**config.mk**
```make
export PLATFORM = sky130hd
export DESIGN_NAME = load_store_unit
export DESIGN_NICKNAME = d
export VERILOG_FILES = /design/src/rtl/load_store_unit.sv
export SDC_FILE = /design/constraint.sdc
export NUM_CORES = 1
export LEC_CHECK = 0
export CAP_MARGIN = 20
export CORE_ASPECT_RATIO = 1.25
export CORE_MARGIN = 2
export CORE_UTILIZATION = 48
export DETAILED_ROUTE_END_ITERATION = 10
export MAX_ROUTING_LAYER = met4
export PLACE_DENSITY = 0.84
export SLEW_MARGIN = 20
export SYNTH_ARGS = -nofsm -noshare
export SYNTH_HDL_FRONTEND = slang
export SYNTH_SLANG_ARGS = --single-unit
```
**constraint.sdc**
```tcl
create_clock -name clk -period 2.8 [get_ports clk]
set_input_delay 0.7 -clock clk [delete_from_list [all_inputs] [get_ports clk]]
set_output_delay 0.7 -clock clk [all_outputs]
set_load 0.1 [all_outputs]
```
**src/rtl/load_store_unit.sv**
```systemverilog
// load_store_unit: multi-cycle data-memory access unit.
//   Accepts one load/store request in idle and drives a req/ack memory port with byte enables.
//   It extends the load data and holds the result for write-back. It flags misaligned accesses,
//   illegal width codes and accesses that time out waiting for mem_ack.
// Ports:
//   clk, rst_n         clock, synchronous active-low reset
//   start              request pulse (sampled only in idle)
//   is_store, funct3   access kind and RV32 width code
//   addr, wdata        byte address and store data
//   busy, done, err    status: busy while requesting, one-cycle done, err valid with done
//   load_data          extended load result, held until the next successful load
//   mem_*              data-memory port (word address, byte enables, replicated store data)
module load_store_unit #(
  parameter int unsigned TIMEOUT_CYCLES = 255
) (
  input  logic        clk,
  input  logic        rst_n,
  input  logic        start,
  input  logic        is_store,
  input  logic [2:0]  funct3,
  input  logic [31:0] addr,
  input  logic [31:0] wdata,
  output logic        busy,
  output logic        done,
  output logic        err,
  output logic [31:0] load_data,
  output logic        mem_req,
  output logic        mem_we,
  output logic [31:0] mem_addr,
  output logic [3:0]  mem_be,
  output logic [31:0] mem_wdata,
  input  logic [31:0] mem_rdata,
  input  logic        mem_ack
);

  typedef enum logic [1:0] {StIdle, StReq, StDone} state_e;

  // Last counter value before the access is abandoned (counter starts at 0 in the first REQ cycle).
  localparam logic [7:0] TimeoutLast = 8'(TIMEOUT_CYCLES - 1);

  state_e      state_q, state_d;
  logic        is_store_q, is_store_d;
  logic [2:0]  funct3_q, funct3_d;
  logic [1:0]  off_q, off_d;
  logic [31:0] wdata_q, wdata_d;
  logic [29:0] waddr_q, waddr_d;
  logic [7:0]  cnt_q, cnt_d;
  logic        err_q, err_d;
  logic [31:0] load_data_q, load_data_d;

  logic        illegal;
  logic [3:0]  be;
  logic [31:0] store_word;
  logic [7:0]  rd_byte;
  logic [15:0] rd_half;
  logic [31:0] load_ext;

  // Decode of the incoming request: bad width code or misaligned address.
  always_comb begin
    illegal = 1'b0;
    unique case (funct3)
      3'b000:         illegal = 1'b0;
      3'b001:         illegal = addr[0];
      3'b010:         illegal = (addr[1:0] != 2'b00);
      3'b100:         illegal = is_store;
      3'b101:         illegal = is_store | addr[0];
      default:        illegal = 1'b1;
    endcase
  end

  // Byte enables and lane-replicated store data from the latched request.
  always_comb begin
    be         = 4'b1111;
    store_word = wdata_q;
    unique case (funct3_q[1:0])
      2'b00: begin
        be         = 4'b0001 << off_q;
        store_word = {4{wdata_q[7:0]}};
      end
      2'b01: begin
        be         = off_q[1] ? 4'b1100 : 4'b0011;
        store_word = {2{wdata_q[15:0]}};
      end
      default: begin
        be         = 4'b1111;
        store_word = wdata_q;
      end
    endcase
  end

  // Lane select and extension of the returned word.
  always_comb begin
    rd_byte = mem_rdata[7:0];
    unique case (off_q)
      2'b00: rd_byte = mem_rdata[7:0];
      2'b01: rd_byte = mem_rdata[15:8];
      2'b10: rd_byte = mem_rdata[23:16];
      default: rd_byte = mem_rdata[31:24];
    endcase
    rd_half  = off_q[1] ? mem_rdata[31:16] : mem_rdata[15:0];
    load_ext = mem_rdata;
    unique case (funct3_q)
      3'b000:  load_ext = {{24{rd_byte[7]}}, rd_byte};
      3'b001:  load_ext = {{16{rd_half[15]}}, rd_half};
      3'b100:  load_ext = {24'h0, rd_byte};
      3'b101:  load_ext = {16'h0, rd_half};
      default: load_ext = mem_rdata;
    endcase
  end

  always_comb begin
    state_d     = state_q;
    is_store_d  = is_store_q;
    funct3_d    = funct3_q;
    off_d       = off_q;
    wdata_d     = wdata_q;
    waddr_d     = waddr_q;
    cnt_d       = cnt_q;
    err_d       = err_q;
    load_data_d = load_data_q;
    unique case (state_q)
      StIdle: begin
        if (start) begin
          is_store_d = is_store;
          funct3_d   = funct3;
          off_d      = addr[1:0];
          wdata_d    = wdata;
          waddr_d    = addr[31:2];
          cnt_d      = 8'd0;
          err_d      = illegal;
          state_d    = illegal ? StDone : StReq;
        end
      end
      StReq: begin
        if (mem_ack) begin
          if (!is_store_q) load_data_d = load_ext;
          cnt_d   = 8'd0;
          err_d   = 1'b0;
          state_d = StDone;
        end else if (cnt_q == TimeoutLast) begin
          cnt_d   = 8'd0;
          err_d   = 1'b1;
          state_d = StDone;
        end else begin
          cnt_d = cnt_q + 8'd1;
        end
      end
      StDone: begin
        state_d = StIdle;
      end
      default: begin
        state_d = StIdle;
      end
    endcase
  end

  always_ff @(posedge clk) begin
    if (!rst_n) begin
      state_q     <= StIdle;
      is_store_q  <= 1'b0;
      funct3_q    <= 3'b000;
      off_q       <= 2'b00;
      wdata_q     <= 32'h0;
      waddr_q     <= 30'h0;
      cnt_q       <= 8'd0;
      err_q       <= 1'b0;
      load_data_q <= 32'h0;
    end else begin
      state_q     <= state_d;
      is_store_q  <= is_store_d;
      funct3_q    <= funct3_d;
      off_q       <= off_d;
      wdata_q     <= wdata_d;
      waddr_q     <= waddr_d;
      cnt_q       <= cnt_d;
      err_q       <= err_d;
      load_data_q <= load_data_d;
    end
  end

  // Memory port is driven only while requesting so it reads as zero otherwise.
  always_comb begin
    busy      = (state_q == StReq);
    done      = (state_q == StDone);
    err       = done & err_q;
    load_data = load_data_q;
    mem_req   = busy;
    mem_we    = busy & is_store_q;
    mem_addr  = busy ? {waddr_q, 2'b00} : 32'h0;
    mem_be    = busy ? be : 4'b0000;
    mem_wdata = (busy && is_store_q) ? store_word : 32'h0;
  end

endmodule

```
==> results of run 1 <==
-- synth_stat cells (2+ instances only) --
master       n
a211oi_1     7
a21boi_0    68
a21oi_1     35
a21oi_2     11
a22oi_1      8
a2bb2oi_1    7
a32o_1       6
and2_1      33
and3_1      10
buf_1        7
buf_2        6
buf_4        3
buf_6        3
clkbuf_1    41
dfxtp_1    111
ha_1         2
inv_1        7
mux2i_1     17
nand2_1    189
nand3_1      4
nand3b_1     2
nand4_1      2
nor2_1      46
nor2b_1      3
nor3_1       7
o211a_1      2
o21ai_0     37
o2bb2ai_1    2
xor2_1       6
-- report_power, final --
part,internal [mW],total [mW],leakage (nW),switching (mW)
Combinational,0.338,0.857,2.26,0.519
Sequential,1.66,1.73,0.908,0.0697
Clock,0.715,1.29,0.143,0.571
-- registers in the layout (all words and copies together), names as in the netlist --
| register | cells |
|---|---|
| is_store_q | 1 |
| waddr_q | 30 |
| off_q | 2 |
| load_data | 32 |
| err_q | 1 |
| funct3_q | 3 |
| wdata_q | 32 |
| state_q | 2 |
| cnt_q | 8 |
-- worst max path at each step --
stage | startpoint | end | slack (ns) | cells past startpoint
after floorplan | state_q[0]$_SDFFE_PN0P_ | mem_wdata[13] | -0.47 | 6
after global placement | mem_ack | load_data[30]$_SDFFE_PN0P_ | 0.14 | 5
after detailed placement | mem_ack | load_data[19]$_SDFFE_PN0P_ | 0.02 | 5
after CTS | state_q[0]$_SDFFE_PN0P_ | mem_wdata[1] | 0.04 | 5
after global routing | state_q[0]$_SDFFE_PN0P_ | mem_wdata[8] | 0.02 | 6
final | state_q[0]$_SDFFE_PN0P_ | mem_wdata[8] | 0.15 | 6
-- worst max-delay path: cells and delay by family (launching register included) --
kind	cells	cell delay, ns
buffers and inverters	3	0.62
DFF	1	0.47
AOI/OAI and AO/OA	1	0.26
and+or+nand+nor	2	0.24
-- cell usage in the layout, fill, tap and decap left out, types with 2 or more instances in the layout --
cell	n
ha_1	2
clkbuf_16	9
conb_1	2
a21oi_1	30
a21boi_0	68
nor2b_1	2
nor2_1	37
a2bb2oi_1	7
nor3_1	7
and2_2	10
clkbuf_1	2
a211oi_1	7
clkdlybuf4s50_1	102
nand3_1	4
buf_12	70
and3_1	10
a21oi_2	16
buf_4	50
xor2_1	6
dfxtp_1	110
a22oi_1	8
o2bb2ai_1	2
o21ai_0	37
a32o_1	6
nand4_1	2
and2_1	23
mux2i_1	17
o211a_1	2
nand2_1	188
inv_1	7
nor2_2	9
nand3b_1	2
-- kinds of logic after synthesis --
group                      synth area share
and+or+nand+nor                       0.238
muxes                                0.0398
DFF                                   0.403
adders and majority gates           0.00454
AOI/OAI and AO/OA                     0.251
xor gates and xnor gates            0.00954
other                              0.000681
buffers and inverters                0.0532
-- routing by layer --
layer	share of wire	global-route usage
met5	0	-
met4	0.027	0.121
met3	0.076	0.0505
met2	0.52	0.512
met1	0.38	0.333
-- repair_timing --
action,in CTS,in global routing
setup endpoints to repair,0,53
hold buffers,0,0
gates resized for setup,0,7
-- through the flow --
| stage | total power, mW | area [um2] | worst slack [ns] |
|---|---|---|---|
| 2_1_floorplan | 2.28 | 5550 | -0.475 |
| 3_3_place_gp | 2.59 | 8270 | 0.136 |
| 3_5_place_dp | 2.61 | 8270 | 0.0242 |
| 4_1_cts | 3.88 | 8560 | 0.0405 |
| 5_1_grt | 4.01 | 8580 | 0.0190 |
| 6_report | 3.88 | 8580 | 0.154 |
-- layout make-up --
class	count	area, um2
clock buffers	12	246
flip-flops and latches	111	2220
repair buffers	224	2810
well taps	135	169
fillers	785	2560
multi-input cells	527	3060
inverters	7	26.3
clock inverters	3	43.8
==> results.cfg, run 1 <==
[sta]
worstMarginPinSlew_ns = 0.982
relSlewSlack = 0.345
whs_ns = 0.463
rsz0062_at_grt = false
tns_ns = 0
period_share = 0.945
skew_ns = 0.00550
slew_violations = 0
final_hold_viol_count = 0
setup_viol = 0
period_minus_slack_ns = 2.65
fmax_mhz = 378

[cts]
clkSlewWorstSetupHoldPaths_ns = 0.07
numCtsBuffers = 9
cts-root-buf = clkbuf_16
cts_setup_buffers = 0
ctsHtreeMaxLevel = 3
cts_tree = done
cts_buffer_depth = 2
insertion_delay_ns = 0.34
cts_sinks = 111

[floorplan]
io_pins = 209
fp.dieW_um = 99.8
initial_core_util = 0.495
die_area_um2 = 12400
row_count = 43
core_um2 = 11100
chipHeight_um = 124

[status]
status = completed

[logic_synthesis]
syn_area_per_cell_um2 = 7.82
ys_async_sr_fraction = 0
ys_seq_elements = 111
synth.area.top_cells = dfxtp_1 40%, nand2_1 13%, a21boi_0 9.3%
synth_cell_type_count = 51
yosysSeqAreaShare = 0.403
syn_inst = 704
synth_top_area_frac = 0.403
synth_top_cell_by_area = dfxtp_1
synth-main-ff-cell = dfxtp_1
synth_area_um2 = 5510
synth_edf_count = 0
synth_warnings = 0

[worst_hold_path]
min-delay-start = waddr_q[6]$_SDFFE_PN0P_
hold_depth = 2
hold-path-endpoint = waddr_q[6]$_SDFFE_PN0P_
hp-class = register to register

[place]
hpwlAfterDp_mm = 12.9
gp_congestion = 0.877
dpl.cell_count = 1004
numPortBuffers = 206

[detailed_routing]
drt_iter0_drc = 285
first_pass_iters = 6
wl_mm = 17.9
vias_per_cell = 5.65
wl_per_cell_um = 17.6
vias = 5760
ant_nets = 0
drc = 0

[finish]
nets = 986
num_antenna_cells = 0
drive_above_1_share = 0.206
syn_to_final_growth_pct = 55.8
post-route-util = 0.770
final_cells = 1019

[setup_path]
r2r_start = funct3_q[1]$_SDFFE_PN0P_
crit_fanout = 25
r2r_cells = 4
r2r-end = load_data[16]$_SDFFE_PN0P_
critPathLaunchType = register
slowest_delay_ns = 0.47
crit_type = register to primary output
endpoint_kind = primary output
cp.required_ns = 2.10
crit_slowest_cell = dfxtp_1
arrival_ns = 1.95
regToRegSetupSlack_ns = 0.44
crit_chain = nand2b_2, inv_1, nand2_1, buf_4, a21oi_1, buf_12

[pwr]
ir_drop_v = 0.000269
powerDensity_nw_per_um2 = 452
power.leakage_nw = 3.31

[global_route]
grt_max_degree = 69
gr-usage-all-layers = 0.293
grt_pass1_wl_mm = 28.0
antenna_found_initial = 0
grt_pass1_vias = 5699
grt-ovfl-total = 0

[job]
drv_cap = 0
(Power assumes the default switching activity.)
==> inputs of run 2 (changes only) <==
--- a/config.mk
+++ b/config.mk
@@ -12,6 +12,7 @@
 export DETAILED_ROUTE_END_ITERATION = 10
 export MAX_ROUTING_LAYER = met4
 export PLACE_DENSITY = 0.84
+export SKIP_LAST_GASP = 1
 export SLEW_MARGIN = 20
 export SYNTH_ARGS = -nofsm -noshare
 export SYNTH_HDL_FRONTEND = slang
==> results of run 2 <==
No change in the layout: final DEF, timing and power equal those of run 1.
==> inputs of run 3 (changes only) <==
--- a/config.mk
+++ b/config.mk
@@ -5,7 +5,7 @@
 export SDC_FILE = /design/constraint.sdc
 export NUM_CORES = 1
 export LEC_CHECK = 0
-export CAP_MARGIN = 20
+export CAP_MARGIN = 10
 export CORE_ASPECT_RATIO = 1.25
 export CORE_MARGIN = 2
 export CORE_UTILIZATION = 48
==> results of run 3 <==
No change in the layout: final DEF, timing and power equal those of run 1.
